[config.mk]
export PLATFORM = sky130hd
export DESIGN_NAME = bmp_stream_unpacker
export DESIGN_NICKNAME = d
export VERILOG_FILES = /design/src/rtl/bmp_stream_unpacker_pkg.sv /design/src/rtl/bmp_stream_unpacker_hdr_capture.sv /design/src/rtl/bmp_stream_unpacker.sv
export SDC_FILE = /design/constraint.sdc
export NUM_CORES = 1
export LEC_CHECK = 0
export ABC_CLOCK_PERIOD_IN_PS = 9000
export CORE_MARGIN = 1.5
export CORE_UTILIZATION = 54
export CTS_CLUSTER_DIAMETER = 100
export DETAILED_ROUTE_END_ITERATION = 16
export HOLD_SLACK_MARGIN = 0.06
export PLACE_DENSITY_LB_ADDON = 0.2
export SETUP_SLACK_MARGIN = 0.02
export SYNTH_ARGS = -nofsm -noshare
export SYNTH_HDL_FRONTEND = slang
export SYNTH_SLANG_ARGS = --single-unit
[constraint.sdc]
create_clock -name clk -period 9 [get_ports clk]
set_input_delay 1.35 -clock clk [delete_from_list [all_inputs] [get_ports clk]]
set_output_delay 1.35 -clock clk [all_outputs]
set_load 0.02 [all_outputs]
[src/rtl/bmp_stream_unpacker_pkg.sv]
// Shared constants for the BMP byte-stream unpacker: header offsets, limits,
// FSM state encoding and error codes.
package bmp_stream_unpacker_pkg;

  localparam int BMP_CNT_W     = 32;
  localparam int BMP_MAX_BYTES = 512000;

  // Absolute byte offsets of the little-endian header fields.
  localparam int OFF_SIZE     = 2;
  localparam int OFF_START    = 10;
  localparam int OFF_WIDTH    = 18;
  localparam int OFF_HEIGHT   = 22;
  localparam int OFF_BPP      = 28;
  localparam int OFF_HDR_LAST = 29;
  localparam int MIN_START    = 30;

  typedef enum logic [2:0] {
    S_HDR   = 3'd0,
    S_CHECK = 3'd1,
    S_SKIP  = 3'd2,
    S_PIX   = 3'd3,
    S_DONE  = 3'd4,
    S_ERR   = 3'd5
  } state_e;

  localparam logic [2:0] ERR_NONE  = 3'd0;
  localparam logic [2:0] ERR_BPP   = 3'd1;
  localparam logic [2:0] ERR_WIDTH = 3'd2;
  localparam logic [2:0] ERR_START = 3'd3;
  localparam logic [2:0] ERR_SIZE  = 3'd4;

endpackage

[src/rtl/bmp_stream_unpacker_hdr_capture.sv]
// Byte counter plus little-endian capture of the BMP header fields, keyed on
// the absolute offset of each accepted byte.
module bmp_stream_unpacker_hdr_capture
  import bmp_stream_unpacker_pkg::*;
#(
  parameter int CNT_W = BMP_CNT_W
) (
  input  logic             clk,
  input  logic             rst,
  input  logic             clear_i,
  input  logic             accept_i,
  input  logic [7:0]       byte_i,
  output logic [CNT_W-1:0] cnt_o,
  output logic [CNT_W-1:0] size_o,
  output logic [CNT_W-1:0] start_o,
  output logic [CNT_W-1:0] width_o,
  output logic [CNT_W-1:0] height_o,
  output logic [15:0]      bpp_o
);

  logic [CNT_W-1:0] cnt_q, cnt_d;
  logic [CNT_W-1:0] size_q, size_d;
  logic [CNT_W-1:0] start_q, start_d;
  logic [CNT_W-1:0] width_q, width_d;
  logic [CNT_W-1:0] height_q, height_d;
  logic [15:0]      bpp_q, bpp_d;

  function automatic logic hit(input logic [CNT_W-1:0] c, input int base, input int len);
    return (c >= CNT_W'(base)) && (c < CNT_W'(base + len));
  endfunction

  // Bytes arrive LSB first, so shifting each one in from the top leaves the
  // field correctly ordered once all of its bytes have been seen.
  always_comb begin
    cnt_d    = cnt_q;
    size_d   = size_q;
    start_d  = start_q;
    width_d  = width_q;
    height_d = height_q;
    bpp_d    = bpp_q;
    if (clear_i) begin
      cnt_d    = '0;
      size_d   = '0;
      start_d  = '0;
      width_d  = '0;
      height_d = '0;
      bpp_d    = '0;
    end else if (accept_i) begin
      cnt_d = cnt_q + 1'b1;
      if (hit(cnt_q, OFF_SIZE, 4))   size_d   = {byte_i, size_q[CNT_W-1:8]};
      if (hit(cnt_q, OFF_START, 4))  start_d  = {byte_i, start_q[CNT_W-1:8]};
      if (hit(cnt_q, OFF_WIDTH, 4))  width_d  = {byte_i, width_q[CNT_W-1:8]};
      if (hit(cnt_q, OFF_HEIGHT, 4)) height_d = {byte_i, height_q[CNT_W-1:8]};
      if (hit(cnt_q, OFF_BPP, 2))    bpp_d    = {byte_i, bpp_q[15:8]};
    end
  end

  always_ff @(posedge clk) begin
    if (rst) begin
      cnt_q    <= '0;
      size_q   <= '0;
      start_q  <= '0;
      width_q  <= '0;
      height_q <= '0;
      bpp_q    <= '0;
    end else begin
      cnt_q    <= cnt_d;
      size_q   <= size_d;
      start_q  <= start_d;
      width_q  <= width_d;
      height_q <= height_d;
      bpp_q    <= bpp_d;
    end
  end

  assign cnt_o    = cnt_q;
  assign size_o   = size_q;
  assign start_o  = start_q;
  assign width_o  = width_q;
  assign height_o = height_q;
  assign bpp_o    = bpp_q;

endmodule

[src/rtl/bmp_stream_unpacker.sv]
// 24-bit BMP byte-stream decoder: parses the header, skips to pixel data and
// emits one B/G/R triple per done_o strobe.
module bmp_stream_unpacker
  import bmp_stream_unpacker_pkg::*;
#(
  parameter int MAX_BYTES = BMP_MAX_BYTES,
  parameter int CNT_W     = BMP_CNT_W
) (
  input  logic             clk,
  input  logic             rst,
  input  logic             start_i,
  input  logic [7:0]       byte_i,
  input  logic             byte_valid_i,
  output logic             byte_ready_o,
  output logic [7:0]       red_o,
  output logic [7:0]       green_o,
  output logic [7:0]       blue_o,
  output logic             done_o,
  output logic [CNT_W-1:0] width_o,
  output logic [CNT_W-1:0] height_o,
  output logic             hdr_valid_o,
  output logic             frame_done_o,
  output logic [2:0]       error_o,
  output logic [2:0]       dbg_state_o
);

  // Handshake: a byte transfers on a posedge where byte_valid_i and
  // byte_ready_o are both high; byte_i must stay stable while valid is high
  // and ready is low. done_o has no backpressure.
  state_e           state_q, state_d;
  logic [1:0]       phase_q, phase_d;
  logic [7:0]       b_q, b_d, g_q, g_d;
  logic [7:0]       red_q, red_d, green_q, green_d, blue_q, blue_d;
  logic             done_q, done_d;
  logic             hdr_valid_q, hdr_valid_d;
  logic             frame_done_q, frame_done_d;
  logic [2:0]       error_q, error_d;
  logic             clear;
  logic             accept;
  logic [CNT_W-1:0] cnt, size, start_pos, width, height, data_len;
  logic [15:0]      bpp;

  assign byte_ready_o = (state_q == S_HDR) || (state_q == S_SKIP) || (state_q == S_PIX);
  assign accept       = byte_valid_i && byte_ready_o;
  assign data_len     = size - start_pos;

  bmp_stream_unpacker_hdr_capture #(.CNT_W(CNT_W)) u_hdr (
    .clk      (clk),
    .rst      (rst),
    .clear_i  (clear),
    .accept_i (accept),
    .byte_i   (byte_i),
    .cnt_o    (cnt),
    .size_o   (size),
    .start_o  (start_pos),
    .width_o  (width),
    .height_o (height),
    .bpp_o    (bpp)
  );

  always_comb begin
    state_d      = state_q;
    phase_d      = phase_q;
    b_d          = b_q;
    g_d          = g_q;
    red_d        = red_q;
    green_d      = green_q;
    blue_d       = blue_q;
    done_d       = 1'b0;
    hdr_valid_d  = hdr_valid_q;
    frame_done_d = frame_done_q;
    error_d      = error_q;
    clear        = 1'b0;
    case (state_q)
      S_HDR: begin
        if (accept && cnt == CNT_W'(OFF_HDR_LAST)) state_d = S_CHECK;
      end
      S_CHECK: begin
        state_d = S_ERR;
        if (bpp != 16'd24)                      error_d = ERR_BPP;
        else if (width[1:0] != 2'b00)           error_d = ERR_WIDTH;
        else if (start_pos < CNT_W'(MIN_START)) error_d = ERR_START;
        else if (size <= start_pos || size > CNT_W'(MAX_BYTES) ||
                 (data_len % CNT_W'(3)) != '0)  error_d = ERR_SIZE;
        else begin
          hdr_valid_d = 1'b1;
          state_d     = (start_pos == CNT_W'(MIN_START)) ? S_PIX : S_SKIP;
        end
      end
      S_SKIP: begin
        if (accept && cnt == start_pos - 1'b1) state_d = S_PIX;
      end
      S_PIX: begin
        if (accept) begin
          case (phase_q)
            2'd0: begin
              b_d     = byte_i;
              phase_d = 2'd1;
            end
            2'd1: begin
              g_d     = byte_i;
              phase_d = 2'd2;
            end
            default: begin
              red_d   = byte_i;
              green_d = g_q;
              blue_d  = b_q;
              done_d  = 1'b1;
              phase_d = 2'd0;
            end
          endcase
          // Data length is a multiple of 3, so the last byte is always an R byte.
          if (cnt == size - 1'b1) begin
            state_d      = S_DONE;
            frame_done_d = 1'b1;
          end
        end
      end
      S_DONE, S_ERR: begin
        if (start_i) begin
          state_d      = S_HDR;
          phase_d      = 2'd0;
          hdr_valid_d  = 1'b0;
          frame_done_d = 1'b0;
          error_d      = ERR_NONE;
          clear        = 1'b1;
        end
      end
      default: state_d = S_HDR;
    endcase
  end

  always_ff @(posedge clk) begin
    if (rst) begin
      state_q      <= S_HDR;
      phase_q      <= 2'd0;
      b_q          <= '0;
      g_q          <= '0;
      red_q        <= '0;
      green_q      <= '0;
      blue_q       <= '0;
      done_q       <= 1'b0;
      hdr_valid_q  <= 1'b0;
      frame_done_q <= 1'b0;
      error_q      <= ERR_NONE;
    end else begin
      state_q      <= state_d;
      phase_q      <= phase_d;
      b_q          <= b_d;
      g_q          <= g_d;
      red_q        <= red_d;
      green_q      <= green_d;
      blue_q       <= blue_d;
      done_q       <= done_d;
      hdr_valid_q  <= hdr_valid_d;
      frame_done_q <= frame_done_d;
      error_q      <= error_d;
    end
  end

  assign red_o        = red_q;
  assign green_o      = green_q;
  assign blue_o       = blue_q;
  assign done_o       = done_q;
  assign width_o      = width;
  assign height_o     = height;
  assign hdr_valid_o  = hdr_valid_q;
  assign frame_done_o = frame_done_q;
  assign error_o      = error_q;
  assign dbg_state_o  = state_q;

endmodule

**Word-level counts from Yosys, hierarchy flattened**

Cells that the tools add are included.

- Output and inout bits: 98
- Input port bits: 12
- Word-level logic and storage cells: 126
- Flip-flop bits (word level): 227

- Order comparisons: 13
- Bitwise gates (word level): 3
- Equal/unequal tests: 21
- Muxes and demuxes: 32
- Div/mod/pow operators: 1
- Reduce and logical (&&, ||, !) cells: 35
- $add $sub $neg: 4

Operators by type and width:

| cell | number |
|---|---|
| $lt A32 B5 Y1 const B | 4 |
| $ge A32 B5 Y1 const B | 3 |
| $eq A32 B32 Y1 | 2 |
| $eq A32 B5 Y1 const B | 2 |
| $sub A32 B1 Y32 const B | 2 |
| $mux W3 | 13 |
| $add A32 B1 Y32 const B | 1 |
| $ge A32 B2 Y1 const B | 1 |
| $ge A32 B4 Y1 const B | 1 |
| $gt A32 B19 Y1 const B | 1 |
| $le A32 B32 Y1 | 1 |
| $lt A32 B3 Y1 const B | 1 |
| $lt A32 B4 Y1 const B | 1 |
| $mod A32 B2 Y32 const B | 1 |
| $reduce_bool A32 Y1 | 1 |
| $sub A32 B32 Y32 | 1 |
| $ne A16 B5 Y1 const B | 1 |
| $pmux W3 S5 | 1 |
| $reduce_and A3 Y1 | 5 |
| $ne A2 B2 Y1 const B | 6 |
| $mux W1 | 11 |
| $reduce_and A2 Y1 | 5 |
| $logic_and A1 B1 Y1 | 8 |
| $pmux W2 S2 | 2 |
| 19 further kinds | 34 |

**Logic depth before layout (Yosys ltp)**

- Depth in word-level cells: 9
- Mapped depth: 44

**Modules after synthesis**

A second synthesis with hierarchy kept.

- Cell total of the unflattened synthesis: 2006
- Area, all modules: 15822.7 um^2

By module, submodules not included:

| module | cells an instance | times used | seq. area each (um^2) | area each (um^2) |
|---|---|---|---|---|
| bmp_stream_unpacker | 1316 | 1 | 1021.0 | 8968.6 |
| bmp_stream_unpacker_hdr_capture | 690 | 1 | 3523.4 | 6854.1 |

**Least setup slack after synthesis**

No wires, ideal clock.

- Path type: reg2reg
- Start point: register u_hdr.size_q[0] (netlist: u_hdr.size_o[0])
- End point: register state_q[2] (netlist: dbg_state_o[2])
- Slack: -0.888 ns
- Stages on the path, launching flop included: 45
- Setup time: 0.122 ns
- Data arrival time: 9.766 ns
- Path buffers: 2
- Period minus slack after synthesis: 9.888 ns
- Cells stage by stage: dfxtp_1 inv_1 ha_1 inv_1 fa_1 a211oi_2 o211ai_2 nand4b_1 a21oi_1 or3b_1 a211oi_4 nor4_1 a221o_1 nand2_1 or3b_1 buf_2 mux2_1 o221ai_1 [... 9 more ...] nor2_2 mux2_1 o211ai_2 or3_1 or4_1 a32oi_1 nor3_2 inv_1 ha_1 nor4b_4 o211ai_1 o21ai_0 ha_1 nor3_1 mux2i_1 o31ai_1 o221ai_4 o311a_1

- Cells in the longest elaborated chain, start to end: 9
- Elaborated cells between the ends (all ways): 16
- Classes of those cells: add/sub: 2; div: 1; order compare: 2; eq/ne: 2; mux: 5; reduce/logical: 4

Ends and longest elaborated chain:

| what | line | text |
|---|---|---|
| from (decl) | bmp_stream_unpacker_hdr_capture.sv:22 | `logic [CNT_W-1:0] size_q, size_d;` |
| from (signal assigned) | bmp_stream_unpacker_hdr_capture.sv:68 | `size_q <= size_d;` |
| $sub A32 B32 Y32 | bmp_stream_unpacker.sv:45 | `assign data_len = size - start_pos;` |
| $mod A32 B2 Y32 | bmp_stream_unpacker.sv:84 | `(data_len % CNT_W'(3)) != '0) error_d = ERR_SIZE;` |
| $reduce_bool A32 Y1 | bmp_stream_unpacker.sv:84 |  |
| $logic_or A1 B1 Y1 | bmp_stream_unpacker.sv:83 | `else if (size <= start_pos \|\| size > CNT_W'(MAX_BYTES) \|\|` |
| $mux W3 | bmp_stream_unpacker.sv:83 |  |
| $mux W3 | bmp_stream_unpacker.sv:82 | `else if (start_pos < CNT_W'(MIN_START)) error_d = ERR_START;` |
| $mux W3 | bmp_stream_unpacker.sv:81 | `else if (width[1:0] != 2'b00) error_d = ERR_WIDTH;` |
| $mux W3 | bmp_stream_unpacker.sv:80 | `if (bpp != 16'd24) error_d = ERR_BPP;` |
| $pmux W3 S5 | bmp_stream_unpacker.sv:74 | `case (state_q)` |
| to (signal assigned) | bmp_stream_unpacker.sv:147 | `state_q <= state_d;` |
| to (decl) | bmp_stream_unpacker.sv:30 | `state_e state_q, state_d;` |

Several ways; a longest one is shown, not always the timed one.
A chain may end at the register's enable or synchronous reset.

**Worst setup path after layout**

- Start point: register u_hdr.start_q[13] (netlist: u_hdr.start_o[13])
- End point: register state_q[2] (netlist: dbg_state_o[2])

- Cells in the longest elaborated chain, start to end: 9
- Elaborated cells between the ends (all ways): 17
- Classes of those cells: add/sub: 2; div: 1; order compare: 2; eq/ne: 2; mux: 5; reduce/logical: 5

Ends and longest elaborated chain:

| what | line | text |
|---|---|---|
| from (decl) | bmp_stream_unpacker_hdr_capture.sv:23 | `logic [CNT_W-1:0] start_q, start_d;` |
| from (signal assigned) | bmp_stream_unpacker_hdr_capture.sv:69 | `start_q <= start_d;` |
| $sub A32 B32 Y32 | bmp_stream_unpacker.sv:45 |  |
| $mod A32 B2 Y32 | bmp_stream_unpacker.sv:84 |  |
| $reduce_bool A32 Y1 | bmp_stream_unpacker.sv:84 |  |
| $logic_or A1 B1 Y1 | bmp_stream_unpacker.sv:83 |  |
| $mux W3 | bmp_stream_unpacker.sv:83 |  |
| $mux W3 | bmp_stream_unpacker.sv:82 |  |
| $mux W3 | bmp_stream_unpacker.sv:81 |  |
| $mux W3 | bmp_stream_unpacker.sv:80 |  |
| $pmux W3 S5 | bmp_stream_unpacker.sv:74 |  |

Several ways; a longest one is shown, not always the timed one.

==> flow_summary.ini <==
[run_status]
outcome = finished with violations
violations = setup timing

[global_route]
grt.overflow.total = 0
grt_max_degree = 96
grtUsageTotal_pct = 30.16
grt_pass1_vias = 14479
grt_pass1_wl_mm = 72.37
antenna_found_initial = 0

[critical_path]
crit_path_end_kind = flip-flop
cp.required_ns = 9.40
slowest_stage = or3b_4
critPathKind = flip-flop to flip-flop
cp_max_fo = 8
crit_path_frequent_cell = buf_4
startpoint_type = flip-flop
max_stage_delay_ns = 0.45
cp.arrival_ns = 10.03

[timing]
skew_ns = 0.02017
slew_headroom_pct = 29.32
rsz0062_at_grt = true
fin_ws_ns = -0.6297
period_minus_slack_ns = 9.630
min_period_over_period_pct = 107.0
setup-violations-final = 7
drv_slew = 0
finalHoldViolCount = 0
fmax_mhz = 103.8
tightest_slew_ns = 1.053

[floorplanning]
io_pins = 110
initial_core_util_pct = 54.96
die_x_um = 171.4
dieArea_um2 = 29370
core_area_um2 = 27860
rows = 61
die_y_um = 171.4

[yosys]
seq_area_frac_synth_pct = 29.68
syn_inst = 1961
synth.most_common_cell = nor2_1
synthesis.area_um2 = 15310
synth.distinct_cells = 104
yosysWarningCount = 0
synth_nets = 2014
yosys-top-cells-area = dfxtp_1 (30%), mux2i_1 (11%), nor2_1 (7.7%), xnor2_1 (5.1%), nand2_1 (4.5%)
ys_async_sr_fraction_pct = 0
synth_top_cell_area_share_pct = 29.68
ys.flop_type = dfxtp_1
yosys.area.top_type = dfxtp_1
synth_common_cells = nor2_1 (316), dfxtp_1 (227), nand2_1 (184)
syn_avg_cell_area_um2 = 7.807
ys_ff_latch = 227
synth_edf_count = 0

[clock_tree]
clock_sink_count = 227
clock-root-buffer = clkbuf_16
cts-buffers-inserted = 22
clk_path_buf_depth = 3
clk_latency_ns = 0.51
htree_levels = 1
cts_tree = yes
clkSlewWorstSetupHoldPaths_ns = 0.07

[routing]
ant_nets = 0
drtPass1Iterations = 7
drt_wl_total_mm = 45.42
drc_errors = 0
wire_per_inst_um = 17.24
vias = 15323
vias_per_cell = 5.815
drtIter0Drc = 1046

[placement]
dp_hpwl_mm = 33.71
gp_congestion = 1.004
dp.cells = 2582
portBuffers = 109
dpl_cell_area_um2 = 18510

[final_layout]
nNetsFinal = 2296
finalInstanceArea_um2 = 19840
instances_no_fill = 2635
syn_to_final_growth_pct = 29.62
drive_gt1_share_pct = 19.45
utilization_pct = 71.23
antenna_cells = 0

[pwr]
ir_drop_v = 0.0001998
power_density_nw_per_um2 = 192.8
power.leakage_nw = 7.995

[hold_path]
hold_class = flip-flop to flip-flop

[job]
maxCapViolations = 0
-- power breakdown --
| part | total (mW) | switching (mW) | internal (mW) |
|---|---|---|---|
| logic | 1.84 | 0.936 | 0.900 |
| clock network | 0.969 | 0.391 | 0.578 |
| registers | 1.02 | 0.0104 | 1.01 |
| total | 3.83 | 1.34 | 2.49 |
-- critical path: cells and delay by family (launching register included) --
kind            cells  cell delay [ns]
compound gates     21             4.48
xor+xnor            1             0.18
fa+ha+maj           3             0.71
buf+inv            10             1.50
flops               1             0.33
mux                 1             0.12
simple gates       11             2.18
-- through the flow --
stage	hold slack [ns]	worst slack, ns	power [mW]	TNS [ns]
floorplan	0.4312	-0.2890	2.073	-1.009
global placement	0.4395	-0.6432	2.533	-4.007
detailed placement	0.4451	-0.8966	2.565	-5.623
CTS	0.4532	-0.4633	3.732	-2.853
global route	0.4717	-1.137	4.004	-7.464
finish	0.4495	-0.6297	3.826	-3.983
-- final cells by class --
type | count | area, um2
Timing Repair Buffer | 387 | 3188
Inverter | 63 | 236.5
Clock inverter | 9 | 130.1
Sequential cell | 227 | 4547
Tap cell | 378 | 473.0
Clock buffer | 29 | 628.1
Fill cell | 2202 | 8014
Multi-Input combinational cell | 1542 | 10640
-- what timing repair did --
action                     CTS  global route
hold buffers                 0             0
buffers inserted            12             3
gates resized for setup     41            44
setup endpoints to repair    7             7
pin swaps                   29            31
-- cells in the final DEF (no fill, tap or decap), types with 5 or more instances in the layout --
cell	Yosys	layout
nor2_1	316	313
buf_4	6	274
dfxtp_1	227	225
nand2_1	184	182
mux2i_1	162	159
a21oi_1	116	112
clkdlybuf4s50_1	0	108
xnor2_1	89	88
xor2_1	66	66
inv_1	63	59
o21ai_0	63	53
nor3_1	56	50
nand3_1	49	48
nand4_1	42	42
ha_1	40	30
nor4_1	34	29
clkbuf_16	0	23
o211ai_1	21	21
or3_1	19	16
o21ai_1	7	15
and3_1	15	15
and2_1	14	12
nand2b_1	12	12
o21a_1	11	11
nand3b_1	11	11
a31oi_1	13	10
a21o_1	9	9
or4_1	9	9
a211oi_1	8	8
ha_4	0	8
nor3_2	2	7
a21oi_2	4	7
o22ai_1	10	7
a41oi_1	6	6
nor2b_1	7	5
or2_2	6	5
a311oi_1	8	5
-- final timing paths --
| path | to | start | cells after the start | slack, ns |
|---|---|---|---|---|
| worst max-delay path | dbg_state_o[2] | u_hdr.start_o[13] | 47 | -0.63 |
| worst min-delay path | green_o[2] | g_q[2] | 2 | 0.45 |
| worst max register to register | dbg_state_o[2] | u_hdr.start_o[13] | 47 | -0.63 |
| worst min register to register | green_o[2] | g_q[2] | 2 | 0.45 |
-- state kept, by name, indices dropped and copies added, names as in the netlist --
signal and flops:
blue_o 8, phase_q 2, g_q 8, hdr_valid_o 1, red_o 8, u_hdr.height_o 32
b_q 8, u_hdr.bpp_o 16, u_hdr.start_o 32, u_hdr.width_o 32, done_o 1, dbg_state_o 3
error_o 3, frame_done_o 1, u_hdr.size_o 32, green_o 8, u_hdr.cnt_o 32
-- kinds of logic after synthesis --
logic type,share of synthesized area [%]
simple gates,24.66
compound gates,17.21
xor+xnor,9.194
buf+inv,5.010
fa+ha+maj,3.400
mux,10.84
flops,29.68
-- metal layers --
| metal | track usage [%] | wire [um] | part of all wire (%) | vias up |
|---|---|---|---|---|
| li1 | - | - | - | 7519 |
| met1 | 37.22 | 19050 | 42 | 7238 |
| met2 | 53.32 | 22270 | 49 | 471 |
| met3 | 4.257 | 2555 | 5.6 | 95 |
| met4 | 10.95 | 1549 | 3.4 | 0 |
| met5 | 0 | 0 | 0 | - |
(Power assumes the default switching activity.)
==> edit, RTL diff (config.mk and constraints unchanged) <==
Set the package constant `BMP_CNT_W` to 28 (it was 32).
--- a/src/rtl/bmp_stream_unpacker_pkg.sv
+++ b/src/rtl/bmp_stream_unpacker_pkg.sv
@@ -4,3 +4,3 @@
 
-  localparam int BMP_CNT_W     = 32;
+  localparam int BMP_CNT_W     = 28;
   localparam int BMP_MAX_BYTES = 512000;
Ports: changed (resized height_o and width_o); port bits go from 110 to 102. The function was not compared with the original's and may differ.
==> edit against the original RTL <==
- the run still ends with setup timing left
- worst setup slack better by 350 ps
- non-clock buffer count is 25 higher
- area after synthesis shrank 5.6%
- cell count shrank 0.76%
- sequential cell count is 20 lower
- power is 14% lower
- clock skew decreased by 11 ps
- wire length rose by 12%
- first-iteration DRC count is 45% higher
- cell area is 3.2% lower
- critical path type unchanged
- critical endpoint is now dbg_state_o[1]$_SDFFE_PP0P_
==> edit: results <==
group,metric,value,unit
worst_setup_path,worstReg2RegEnd,"dbg_state_o[1]$_SDFFE_PP0P_",
sta,clock_skew,9.235,ps
drt,dr_wl_met2,24.26,mm
global_route,met2_usage,59.35,%
worst_setup_path,cp_slowest_stage_delay,560,ps
global_route,grt_pass1_wl,77.39,mm
worst_setup_path,arrival,9690,ps
clock_network,cts_num_sinks,207,
placed_design,numPortBuffers,101,
sta,setup_violations,7,
placed_design,place_congestion,1.022,
logic_synthesis,synth-xor-area-share,8.897,%
drt,drtPass1Iterations,6,
drt,wl_met3,3.849,mm
finish,finalNonFillerCells,2615,
outcome,violations,"setup timing",
global_route,grt_use_met1,41.90,%
power_and_ir_drop,ir_worst_vdd,0.0001961,V
clock_network,cts_made_buffers,21,
placed_design,placed_cell_area,17260,um2
global_route,gr-usage-all-layers,34.19,%
outcome,status,"finished with violations",
logic_synthesis,synth_compound_area_share,22.29,%
logic_synthesis,muxShareOfSynthArea,3.696,%
logic_synthesis,yosys-top-cells-area,"dfxtp_1 (29%), nand2_1 (9.5%), a21oi_1 (6.5%)",
logic_synthesis,synthAdderAreaFrac,3.254,%
power_and_ir_drop,p_leak,7.312,nW
placed_design,hpwl,36.12,mm
sta,timing.final.ws_setup,-279.1,ps
drt,wire_per_inst,19.53,um
min_path,holdPathEnd,"u_hdr.height_o[1]$_SDFFE_PP0P_",
global_route,use_met3,3.921,%
drt,vias,16080,
min_path,min_from,"u_hdr.height_o[1]$_SDFFE_PP0P_",
edit: cell types whose count changed after synthesis, sizes merged, moves of 8 or more:
cell | before | now
nand2 | 184 | 365
nand3 | 49 | 65
a21o | 9 | 17
dfxtp | 227 | 207
xnor2 | 89 | 75
a21oi | 120 | 191
nand4 | 44 | 34
mux2i | 162 | 53
a211oi | 12 | 20
nor3 | 58 | 73
nor2 | 317 | 186
inv | 63 | 50
edit: stage by stage:
stage	worst slack, ps	TNS [ps]
floorplan	225.2	0
detailed placement	-298.6	-1867
finish	-279.1	-1252
global route	-571.2	-3378
CTS	-31.44	-71.15
global placement	-70.65	-359.9
edit: power by group:
part / total, mW / leakage, nW / switching (mW) / internal, mW
sequential: 0.926 / 1.67 / 0.00671 / 0.919
clock: 0.837 / 0.311 / 0.362 / 0.475
combinational: 1.54 / 5.33 / 0.800 / 0.743
edit: worst max-delay path by stage:
| stage | to | cells after the start | slack, ps |
|---|---|---|---|
| 4_1_cts | error_o[2]$_SDFFE_PP0P_ | 39 | -30 |
| 6_report | dbg_state_o[1]$_SDFFE_PP0P_ | 42 | -280 |
| 3_3_place_gp | hdr_valid_o$_SDFFE_PP0P_ | 41 | -70 |
| 3_5_place_dp | dbg_state_o[1]$_SDFFE_PP0P_ | 42 | -300 |
| 5_1_grt | dbg_state_o[1]$_SDFFE_PP0P_ | 42 | -570 |
| 2_1_floorplan | hdr_valid_o$_SDFFE_PP0P_ | 42 | 230 |
edit: area by class of cell:
class,instances,area (um2)
clock buffer,29,575.6
clock inverter,5,57.56
fill,2107,6924
inverter,51,193.9
multi-input combinational,1576,10420
sequential,207,4158
tap,335,419.2
timing repair buffer,412,3387
edit: timing repair:
action	CTS	global route
buffers inserted	12	45
pin swaps	20	94
setup endpoints to repair	7	7
resized for setup	40	141
cloned	1	0
